<file path="src/rtl/matrix_mult_pkg.sv">
// ============================================================================
// Package  : matrix_mult_pkg
// Desc     : Shared widths, FSM encoding and element helpers for matrix_mult_seq.
// Revision : 1.0
// ============================================================================
`default_nettype none

package matrix_mult_pkg;

  localparam int MM_DW = 4;
  localparam int MM_CW = 8;

  typedef enum logic [1:0] {
    ST_IDLE  = 2'd0,
    ST_DRIVE = 2'd1,
    ST_DONE  = 2'd2
  } state_t;

  // Result element order; also the {i,j} row/column pair of each element.
  localparam logic [1:0] E00 = 2'd0;
  localparam logic [1:0] E01 = 2'd1;
  localparam logic [1:0] E10 = 2'd2;
  localparam logic [1:0] E11 = 2'd3;

  function automatic logic [MM_DW-1:0] elem(input logic [4*MM_DW-1:0] mat,
                                            input logic i,
                                            input logic j);
    return mat[int'({i, j})*MM_DW +: MM_DW];
  endfunction

endpackage

`default_nettype wire

</file>
<file path="src/rtl/matrix_mult_ref_dot.sv">
// ============================================================================
// Module   : matrix_mult_ref_dot
// Desc     : Combinational reference dot product, built only when
//            MATRIX_MULT_SEQ_CHECK_EN is defined.
// Revision : 1.0
// ============================================================================
`default_nettype none

`ifdef MATRIX_MULT_SEQ_CHECK_EN
module matrix_mult_ref_dot #(
  parameter int DW = 4,
  parameter int CW = 8
) (
  input  logic [DW-1:0] i_a0,
  input  logic [DW-1:0] i_a1,
  input  logic [DW-1:0] i_b0,
  input  logic [DW-1:0] i_b1,
  output logic [CW-1:0] o_c
);

  // Work at the wider of the exact sum and CW, then keep the low CW bits.
  localparam int PW = 2*DW + 1;
  localparam int XW = (PW > CW) ? PW : CW;

  logic [XW-1:0] w_sum;

  assign w_sum = XW'(i_a0) * XW'(i_b0) + XW'(i_a1) * XW'(i_b1);
  assign o_c   = w_sum[CW-1:0];

endmodule
`endif

`default_nettype wire

</file>
<file path="src/rtl/matrix_mult_seq.sv">
// ============================================================================
// Module   : matrix_mult_seq
// Desc     : Sequencer that feeds a 2-element dot-product unit four times to
//            form C = A*B (2x2). Optional self-check: MATRIX_MULT_SEQ_CHECK_EN.
// Revision : 1.0
// ============================================================================
`default_nettype none

module matrix_mult_seq
  import matrix_mult_pkg::*;
#(
  parameter int DW       = MM_DW,
  parameter int CW       = MM_CW,
  parameter int PIPE_LAT = 0
) (
  input  logic          CLK,
  input  logic          RST,
  input  logic          in_valid,
  output logic          in_ready,
  input  logic [4*DW-1:0] a_mat,
  input  logic [4*DW-1:0] b_mat,
  output logic [DW-1:0] mm_a0,
  output logic [DW-1:0] mm_a1,
  output logic [DW-1:0] mm_b0,
  output logic [DW-1:0] mm_b1,
  input  logic [CW-1:0] mm_c,
  output logic          out_valid,
  input  logic          out_ready,
  output logic [4*CW-1:0] c_mat,
  output logic          busy,
  output logic          err
);

  localparam int LW = (PIPE_LAT > 0) ? $clog2(PIPE_LAT + 1) : 1;

  state_t          r_state;
  state_t          w_state_nxt;
  logic [1:0]      r_idx;
  logic [LW-1:0]   r_lat;
  logic [4*DW-1:0] r_a;
  logic [4*DW-1:0] r_b;
  logic [4*CW-1:0] r_c;

  logic            w_in_ready;
  logic            w_out_valid;
  logic            w_busy;
  logic            w_accept;
  logic            w_capture;
  logic [DW-1:0]   w_a0;
  logic [DW-1:0]   w_a1;
  logic [DW-1:0]   w_b0;
  logic [DW-1:0]   w_b1;

  always_ff @(posedge CLK) begin
    if (RST) begin
      r_state <= ST_IDLE;
    end else begin
      r_state <= w_state_nxt;
    end
  end

  always_comb begin
    w_state_nxt = r_state;
    w_in_ready  = 1'b0;
    w_out_valid = 1'b0;
    w_busy      = 1'b0;
    w_accept    = 1'b0;
    w_capture   = 1'b0;
    case (r_state)
      ST_IDLE: begin
        w_in_ready = 1'b1;
        if (in_valid) begin
          w_accept    = 1'b1;
          w_state_nxt = ST_DRIVE;
        end
      end
      ST_DRIVE: begin
        w_busy = 1'b1;
        if (r_lat == LW'(PIPE_LAT)) begin
          w_capture = 1'b1;
          if (r_idx == E11) begin
            w_state_nxt = ST_DONE;
          end
        end
      end
      ST_DONE: begin
        w_out_valid = 1'b1;
        if (out_ready) begin
          w_state_nxt = ST_IDLE;
        end
      end
      default: begin
        w_state_nxt = ST_IDLE;
      end
    endcase
  end

  always_ff @(posedge CLK) begin
    if (RST) begin
      r_a   <= '0;
      r_b   <= '0;
      r_c   <= '0;
      r_idx <= E00;
      r_lat <= '0;
    end else if (w_accept) begin
      r_a   <= a_mat;
      r_b   <= b_mat;
      r_idx <= E00;
      r_lat <= '0;
    end else if (w_capture) begin
      r_c[int'(r_idx)*CW +: CW] <= mm_c;
      r_idx <= r_idx + 2'd1;
      r_lat <= '0;
    end else if (w_busy) begin
      r_lat <= r_lat + LW'(1);
    end
  end

  // Element (i,j) = r_idx: row i of A against column j of B.
  generate
    if (DW == MM_DW) begin : g_elem_pkg
      assign w_a0 = elem(r_a, r_idx[1], 1'b0);
      assign w_a1 = elem(r_a, r_idx[1], 1'b1);
      assign w_b0 = elem(r_b, 1'b0, r_idx[0]);
      assign w_b1 = elem(r_b, 1'b1, r_idx[0]);
    end else begin : g_elem_generic
      assign w_a0 = r_a[int'({r_idx[1], 1'b0})*DW +: DW];
      assign w_a1 = r_a[int'({r_idx[1], 1'b1})*DW +: DW];
      assign w_b0 = r_b[int'({1'b0, r_idx[0]})*DW +: DW];
      assign w_b1 = r_b[int'({1'b1, r_idx[0]})*DW +: DW];
    end
  endgenerate

  assign mm_a0 = w_busy ? w_a0 : '0;
  assign mm_a1 = w_busy ? w_a1 : '0;
  assign mm_b0 = w_busy ? w_b0 : '0;
  assign mm_b1 = w_busy ? w_b1 : '0;

  // Held low while RST is asserted so ready first appears after release.
  assign in_ready  = w_in_ready & ~RST;
  assign out_valid = w_out_valid;
  assign busy      = w_busy;
  assign c_mat     = r_c;

`ifdef MATRIX_MULT_SEQ_CHECK_EN
  logic [CW-1:0] w_ref_c;
  logic          r_err;

  matrix_mult_ref_dot #(
    .DW (DW),
    .CW (CW)
  ) u_ref_dot (
    .i_a0 (w_a0),
    .i_a1 (w_a1),
    .i_b0 (w_b0),
    .i_b1 (w_b1),
    .o_c  (w_ref_c)
  );

  always_ff @(posedge CLK) begin
    if (RST) begin
      r_err <= 1'b0;
    end else if (w_capture && (mm_c != w_ref_c)) begin
      r_err <= 1'b1;
    end
  end

  assign err = r_err;
`else
  assign err = 1'b0;
`endif

endmodule

`default_nettype wire

</file>
<file path="config.mk">
export PLATFORM = sky130hd
export DESIGN_NAME = matrix_mult_seq
export DESIGN_NICKNAME = d
export VERILOG_FILES = /design/src/rtl/matrix_mult_pkg.sv /design/src/rtl/matrix_mult_ref_dot.sv /design/src/rtl/matrix_mult_seq.sv
export SDC_FILE = /design/constraint.sdc
export NUM_CORES = 1
export LEC_CHECK = 0
export ABC_CLOCK_PERIOD_IN_PS = 1700
export CAP_MARGIN = 10
export CORE_MARGIN = 2
export CORE_UTILIZATION = 43
export CTS_BUF_LIST = sky130_fd_sc_hd__clkbuf_2
export DETAILED_ROUTE_END_ITERATION = 8
export HOLD_SLACK_MARGIN = 0.02
export MAX_ROUTING_LAYER = met4
export PLACE_DENSITY_LB_ADDON = 0.08
export REMOVE_ABC_BUFFERS = 1
export SKIP_LAST_GASP = 1
export SYNTH_ARGS = -nofsm -noshare
export SYNTH_HDL_FRONTEND = slang
export SYNTH_SLANG_ARGS = --single-unit
</file>
<file path="constraint.sdc">
create_clock -name CLK -period 1.7 [get_ports CLK]
set_input_delay 0.34 -clock CLK [delete_from_list [all_inputs] [get_ports CLK]]
set_output_delay 0.34 -clock CLK [all_outputs]
set_load 0.005 [all_outputs]
</file>
==> results.md, run 1 <==
- Sequential area share after synthesis: 46.3%
- Final instance area: 4640 um2
- Worst setup margin: -0.0909 ns
- Synth Register Bits: 69
- Total wire length: 7.42 mm
- Most frequent cell after synthesis: dfxtp_1
- GRT Resource Usage Total: 19.9%
- Latest clock arrival within the worst-skew pair: 0.49 ns
- Drt pass-1 iters: 4
- Unrepaired setup endpoints after global routing: yes
- RD Place Congestion: 0.709
- Synthesis Warnings: 0
- Final setup viols: 16
- Core area: 6760 um2
- End of the worst register-to-register path: c_mat[20]
- Lkg Pwr: 1.94 nW
- Worst vdd ir: 436 uV
- Via count: 2719
- Mean Syn Cell Area: 8.75 um2
- Min-delay worst type: in -> reg
- CP Launch Type: flip-flop
- Share of cells above drive strength 1: 33.6%
- Final ANT Viol Nets: 0
- Setup Skew: 0.0210 ns
- Clk buf depth: 2
- Worst r2r src: r_idx[0]
- Clock tree root driver cell: clkbuf_2
- Commonest cells in the netlist: dfxtp_1, nand2_1, a21oi_1
- Die Ht: 87.3 um
- # port buffers: 94
- Max Transition Viols Final: 0
- Synth-to-Final Area Change: 55.3%
- Clk slew on worst S/H paths: 0.19 ns
- Area share of xor/xnor cells in the synthesized design: 0.293%
- Total CTS buffers: 9
- Placement Cell Area: 4060 um2
- Worst path bufs/invs: 3
- CP peak stage delay: 0.39 ns
- Clock Sinks: 69
- First-pass GRT wire length: 11.6 mm
- Fin Hold WS: 0.356 ns
- Compound-cell area share of the yosys netlist: 14.8%
- Worst Reg-to-Reg Cells: 7
- Final Hold Fails: 0
- Period utilisation layout: 105%
- CP startpoint: r_idx[0]
- Ys async rst share: 0%
- Power Density: 753 nW/um2
- # H-tree levels: 3
- Global route total overflow: 0
- Crit-path leading delay family: flip-flops
- TNS Setup: -0.749 ns
- Simple-Gate Fraction of Synth Area: 20.7%
- Vias in the first global route: 2599
- Status: finished with violations
- MaxCap Viol Count: 0
- CTS tree: yes
- Die Width: 87.3 um
- Slowest cell on crit path: dfxtp_4
- Post-Synthesis Cells: 341
- ANT cells: 0
- Routed length per placed instance: 13.8 um
- Violated checks: setup timing
- Critical path arrival: 1.45 ns
- Final #Nets: 504
- Worst setup path category: reg -> out
- Worst Path Required: 1.36 ns
- Die Area: 7620 um2
- Post-synth top area cell: dfxtp_1
- EDFF count, synth: 0
- Synth top area share: 46.3%
- Mux contribution to synthesized area: 5.70%
- HPWL after DPL: 4.80 mm
- Reg-to-reg setup timing slack: 0.05 ns
- Unique cell type count in the Yosys netlist: 28
- Largest net degree at the start of global routing: 78
- Adder-cell share of the synthesized area: 2.51%
- Mapped cell area: 2990 um2
- Largest cells by area after synthesis: dfxtp_1, o32ai_1, nand2_1
- Starting density of the core: 44.2%
- Peak Freq: 558 MHz
- Worst hold start: RST
- CP Max Fanout: 4
- Cells on Worst Hold Path: 3
- Iteration-0 DRC count of the detailed router: 57
- Vias per inst: 5.04
- Hold Buf Count CTS: 0
- Design Power: 3.49 mW
- Post-layout min period: 1.79 ns
- Largest family of logic cells by synthesized area: simple AND/OR/NAND/NOR gates
- Most used DFF post-synth: dfxtp_1
- # rows: 30
- Worst setup EP type: output port
- Hold EP: r_a[12]
- Util after Layout: 68.6%
- Top Ports: 96
- Residual DRC: 0
- Initial antenna violation count: 0
- Cell Chain, Critical Path: buf_6 -> buf_12 -> mux2i_1 -> nor2_2 -> buf_2
## power by group
| group | total [mW] | internal, mW | switching, mW |
|---|---|---|---|
| Sequential | 1.72 | 1.68 | 0.0387 |
| Clock | 1.21 | 0.627 | 0.580 |
| Combinational | 0.565 | 0.302 | 0.263 |
| Total | 3.49 | 2.61 | 0.882 |
## layout by cell type (no fill, tap or decap), types with 15 or more instances in the layout
cell             synthesis  final
nand2_1                 65     65
buf_2                   11     19
a21oi_1                 36     35
dfxtp_1                 69     33
clkdlybuf4s50_1          0     42
dfxtp_2                  0     34
buf_4                    3     20
o32ai_1                 28     15
dlygate4sd2_1            0     24
inv_1                   32     30
## worst max path at each step
stage                 to  depth (start not counted)  slack (ns)
6_report        mm_b0[1]                          5       -0.09
4_1_cts         mm_b1[2]                          5       -0.14
2_1_floorplan  c_mat[25]                          5       -0.27
3_5_place_dp     r_b[11]                          5        0.02
3_3_place_gp    mm_b0[3]                          4        0.05
5_1_grt         mm_b1[2]                          5       -0.18
## registers in the layout, summed over array words and instances, names as in the netlist
register  count
c_mat        32
r_a          16
r_b          16
r_idx         2
r_lat         1
r_state       2
## layout make-up
class / instances / area, um2
clock buffers: 9 / 45.0
multi-input cells: 212 / 1610
clock inverters: 7 / 114
flip-flops and latches: 69 / 1430
repair buffers: 130 / 1210
well taps: 80 / 100
fillers: 557 / 2120
inverters: 32 / 128
## worst reg2reg max path: cells and delay by family, from the launching register on
kind                     cells  cell delay [ns]
AND/OR/NAND/NOR              2             0.54
flip-flops                   1             0.39
buffers and inverters        3             0.33
AO/OA/AOI/OAI                1             0.18
adder cells (fa/ha/maj)      1             0.13
## per-stage QoR
stage               cells  worst slack, ns
floorplan             313           -0.274
global placement      509           0.0506
detailed placement    509           0.0209
CTS                   533           -0.135
global route          539           -0.180
finish                539          -0.0909
## per-layer routing
metal  wire, um  part of all wire [%]  vias to the layer above  global-route usage (%)
met5          0                     0                        -                       -
met4        110                   1.5                        0                    7.69
met3        293                   3.9                        9                    3.22
met2       3770                    51                       70                    34.0
met1       3240                    44                     1264                    23.2
li1           -                     -                     1376                       -
## what timing repair did
| item | 4_1_cts | 5_1_grt |
|---|---|---|
| endpoints found under the setup margin | 55 | 55 |
| pin swaps | 6 | 12 |
| buffers inserted | 8 | 7 |
| gates resized for setup | 155 | 71 |
| endpoints found under the hold margin | 0 | 0 |
## cells by family (layout without fill, tap and decap cells)
| group | after synthesis | in the layout |
|---|---|---|
| xor+xnor | 1 | 1 |
| simple gates | 121 | 121 |
| mux | 17 | 17 |
| flops | 69 | 69 |
| other cells | 1 | 1 |
| fa+ha+maj | 6 | 6 |
| compound gates | 66 | 66 |
| buf+inv | 60 | 178 |
Power figures use the tool's default switching activity.
==> inputs of run 2 (changes only) <==
ABC_CLOCK_PERIOD_IN_PS = 2160   (was 1700)
CORE_UTILIZATION = 51   (was 43)
SETUP_SLACK_MARGIN = 0.1   (was default)
clock period = 2.16 ns   (was 1.7 ns; I/O delays follow)
==> run 2 against run 1 <==
The flow now finishes without violations. Power shrank 27%. Critical path type is now reg -> reg. Sequential cell count is the same. Setup slack gained 0.25 ns. Clock power shrank 31%. Register-to-register slack gained 0.11 ns. Core utilization grew 6.0 points. Largest cell class is now registers. Via count shrank 1.2%.
==> results.md, run 2 (synthesized netlist as in run 1, its figures left out) <==
- Reg power frac: 52.7% (was 49.2%)
- Die Ht: 80.5 um (was 87.3 um)
- Relative slew margins: 66.5%
- CP peak stage delay: 0.39 ns (about the same)
- Via count: 2687 (was 2719)
- Slew @ Worst Pin: 0.502 ns
- Die Area: 6480 um2 (was 7620 um2)
- Cell Chain, Critical Path: buf_4 -> buf_4 -> inv_1 -> ha_1 -> and4bb_4 -> nand4_4 -> o32ai_1 (was buf_6 -> buf_12 -> mux2i_1 -> nor2_2 -> buf_2)
- Lkg Pwr: 1.59 nW (was 1.94 nW)
- Leading cell types in the layout, fill and taps excluded: clkdlybuf4s50_1, dfxtp_1, nand2_1 (was nand2_1, clkdlybuf4s50_1, a21oi_1)
- Clock tree root driver cell: clkbuf_2 (unchanged)
- Fin Hold WS: 0.462 ns (was 0.356 ns)
- Drt pass-1 iters: 4 (unchanged)
- Initial antenna violation count: 0 (unchanged)
- Iteration-0 DRC count of the detailed router: 115 (was 57)
- # rows: 27 (was 30)
- Total CTS buffers: 9 (unchanged)
- Core area: 5570 um2 (was 6760 um2)
- Power Density: 614 nW/um2 (was 753 nW/um2)
- Synth-to-Final Area Change: 39.4% (was 55.3%)
- End of the worst register-to-register path: c_mat[2] (was c_mat[20])
- Switch share: 25.4% (was 25.3%)
- Non-Filler Instances: 520 (was 539)
- CP Depth: 7 (was 5)
- Worst r2r src: r_idx[0] (unchanged)
- Setup Skew: 0.0270 ns (was 0.0210 ns)
- MaxCap Viol Count: 0 (unchanged)
- Clock power share: 32.5% (was 34.6%)
- CP Launch Type: flip-flop (unchanged)
- Peak Freq: 500 MHz
- Most common cell after layout, fill and taps aside: clkdlybuf4s50_1 (was nand2_1)
- Worst Path Required: 2.55 ns (was 1.36 ns)
- Final instance area: 4160 um2 (was 4640 um2)
- # port buffers: 94 (unchanged)
- Routed length per placed instance: 14.1 um (was 13.8 um)
- Max Transition Viols Final: 0 (unchanged)
- Final #Nets: 493 (was 504)
- ANT cells: 0 (unchanged)
- Clk slew on worst S/H paths: 0.19 ns (about the same)
- TNS Setup: 0 ns (was -0.749 ns)
- Final Hold Fails: 0 (unchanged)
- RD Place Congestion: 0.742 (was 0.709)
- Period utilisation layout: 92.6%
- Worst Reg-to-Reg Cells: 7 (unchanged)
- Area occupied by multi-input gates: 1330 um2 (was 1610 um2)
- Int Pwr: 1.91 mW (was 2.61 mW)
- Residual DRC: 0 (unchanged)
- Reg-to-reg setup timing slack: 0.16 ns (was 0.05 ns)
- Final ANT Viol Nets: 0 (unchanged)
- Die Width: 80.5 um (was 87.3 um)
- Final setup viols: 0 (was 16)
- Largest net degree at the start of global routing: 54 (was 78)
- Placed cells: 496 (was 509)
- Cells on Worst Hold Path: 3 (unchanged)
- Vias per inst: 5.17 (was 5.04)
- Global route total overflow: 0 (unchanged)
- Design Power: 2.56 mW (was 3.49 mW)
- Hold EP: r_b[15] (was r_a[12])
- Placement Cell Area: 3970 um2 (was 4060 um2)
- GRT Resource Usage Total: 23.7% (was 19.9%)
- Reg area: 1390 um2 (was 1430 um2)
- Top Ports: 96 (unchanged)
- Unrepaired setup endpoints after global routing: no (was yes)
- Vias in the first global route: 2581 (was 2599)
- Clock Sinks: 69 (unchanged)
- Starting density of the core: 53.6% (was 44.2%)
- Fill cells: 467 (was 557)
- Total wire length: 7.33 mm (was 7.42 mm)
- Crit-path leading delay family: simple AND/OR/NAND/NOR gates (was flip-flops)
- CP Max Fanout: 9 (was 4)
- CP most frequent cell: buf_4
- Min-delay worst type: in -> reg (unchanged)
- CTS tree: yes (unchanged)
- Worst vdd ir: 373 uV (was 436 uV)
- Switch Pwr: 0.648 mW (was 0.882 mW)
- Critical path arrival: 2.39 ns (was 1.45 ns)
- Max reg flops: 32 (unchanged)
- Worst setup EP type: flip-flop (was output port)
- Worst path bufs/invs: 3 (unchanged)
- Worst hold start: b_mat[15] (was RST)
- Status: finished clean (was finished with violations)
- # H-tree levels: 3 (unchanged)
- Worst setup path category: reg -> reg (was reg -> out)
- Slowest cell on crit path: dfxtp_4 (unchanged)
- Post-layout min period: 2.00 ns
- Latest clock arrival within the worst-skew pair: 0.49 ns (about the same)
- First-pass GRT wire length: 11.5 mm (was 11.6 mm)
- Combinational power share: 14.8% (was 16.2%)
- Clk buf depth: 2 (unchanged)
- HPWL after DPL: 4.86 mm (was 4.80 mm)
- Share of cells above drive strength 1: 13.6% (was 33.6%)
run 2: cell types whose count changed in the layout (fill, tap and decap cells not counted), moves of 11 or more:
cell / previous run / this run
dfxtp_1: 33 / 66
clkdlybuf4s50_1: 42 / 74
o32ai_2: 11 / 0
o32ai_1: 15 / 28
dfxtp_2: 34 / 2
buf_2: 19 / 2
nor2_1: 8 / 20
dlygate4sd2_1: 24 / 8
clkbuf_2: 9 / 20
run 2: how the worst max path moves through the flow:
| stage | startpoint | endpoint | slack (ns) |
|---|---|---|---|
| 6_report | r_idx[0] | c_mat[2] | 0.16 |
| 5_1_grt | r_idx[0] | c_mat[3] | 0.1 |
| 4_1_cts | r_state[1] | mm_a0[0] | -0.03 |
| 3_5_place_dp | r_idx[0] | c_mat[3] | 0.26 |
| 3_3_place_gp | r_idx[0] | c_mat[3] | 0.32 |
| 2_1_floorplan | r_idx[0] | c_mat[25] | 0.19 |
run 2: cell type report:
type	count	share of cell area (%)
repair buffers	119	26.5
flip-flops and latches	69	33.4
well taps	72	2.17
inverters	32	2.89
clock buffers	11	1.32
clock inverters	5	1.80
multi-input cells	212	32.0
run 2: power by group through the flow:
stage               sequential (mW)  clock, mW  combinational (mW)
floorplan                      1.38          0               0.147
global placement               1.37          0               0.353
detailed placement             1.37          0               0.358
CTS                            1.34      0.848               0.365
global route                   1.35      0.906               0.414
finish                         1.35      0.831               0.378
run 2: worst min-delay path: cells and delay by family:
kind / cells / cell delay [ns]
and+or+nand+nor: 1 / 0.06
buffers and inverters: 1 / 0.39
AOI/OAI and AO/OA: 1 / 0.05
run 2: metrics by stage:
| stage | util, % | setup slack [ns] |
|---|---|---|
| after global placement | 71.2 | 0.317 |
| final | 74.6 | 0.160 |
| after global routing | 74.6 | 0.0955 |
| after floorplan | - | 0.186 |
| after CTS | 74.0 | -0.0256 |
| after detailed placement | 71.2 | 0.259 |
run 2: per-layer routing:
| layer | global-route usage, % | up-vias | routed length [um] |
|---|---|---|---|
| li1 | - | 1354 | - |
| met1 | 25.9 | 1233 | 2960 |
| met2 | 41.6 | 86 | 3840 |
| met3 | 4.49 | 14 | 392 |
| met4 | 10.8 | 0 | 143 |
| met5 | - | - | 0 |
run 2: what timing repair did:
| action | CTS | global route |
|---|---|---|
| hold endpoints to repair | 0 | 0 |
| hold buffers | 0 | 0 |
| gates cloned | 0 | 1 |
| setup endpoints to repair | 19 | 23 |
| buffers inserted | 4 | 4 |
| resized for setup | 22 | 28 |
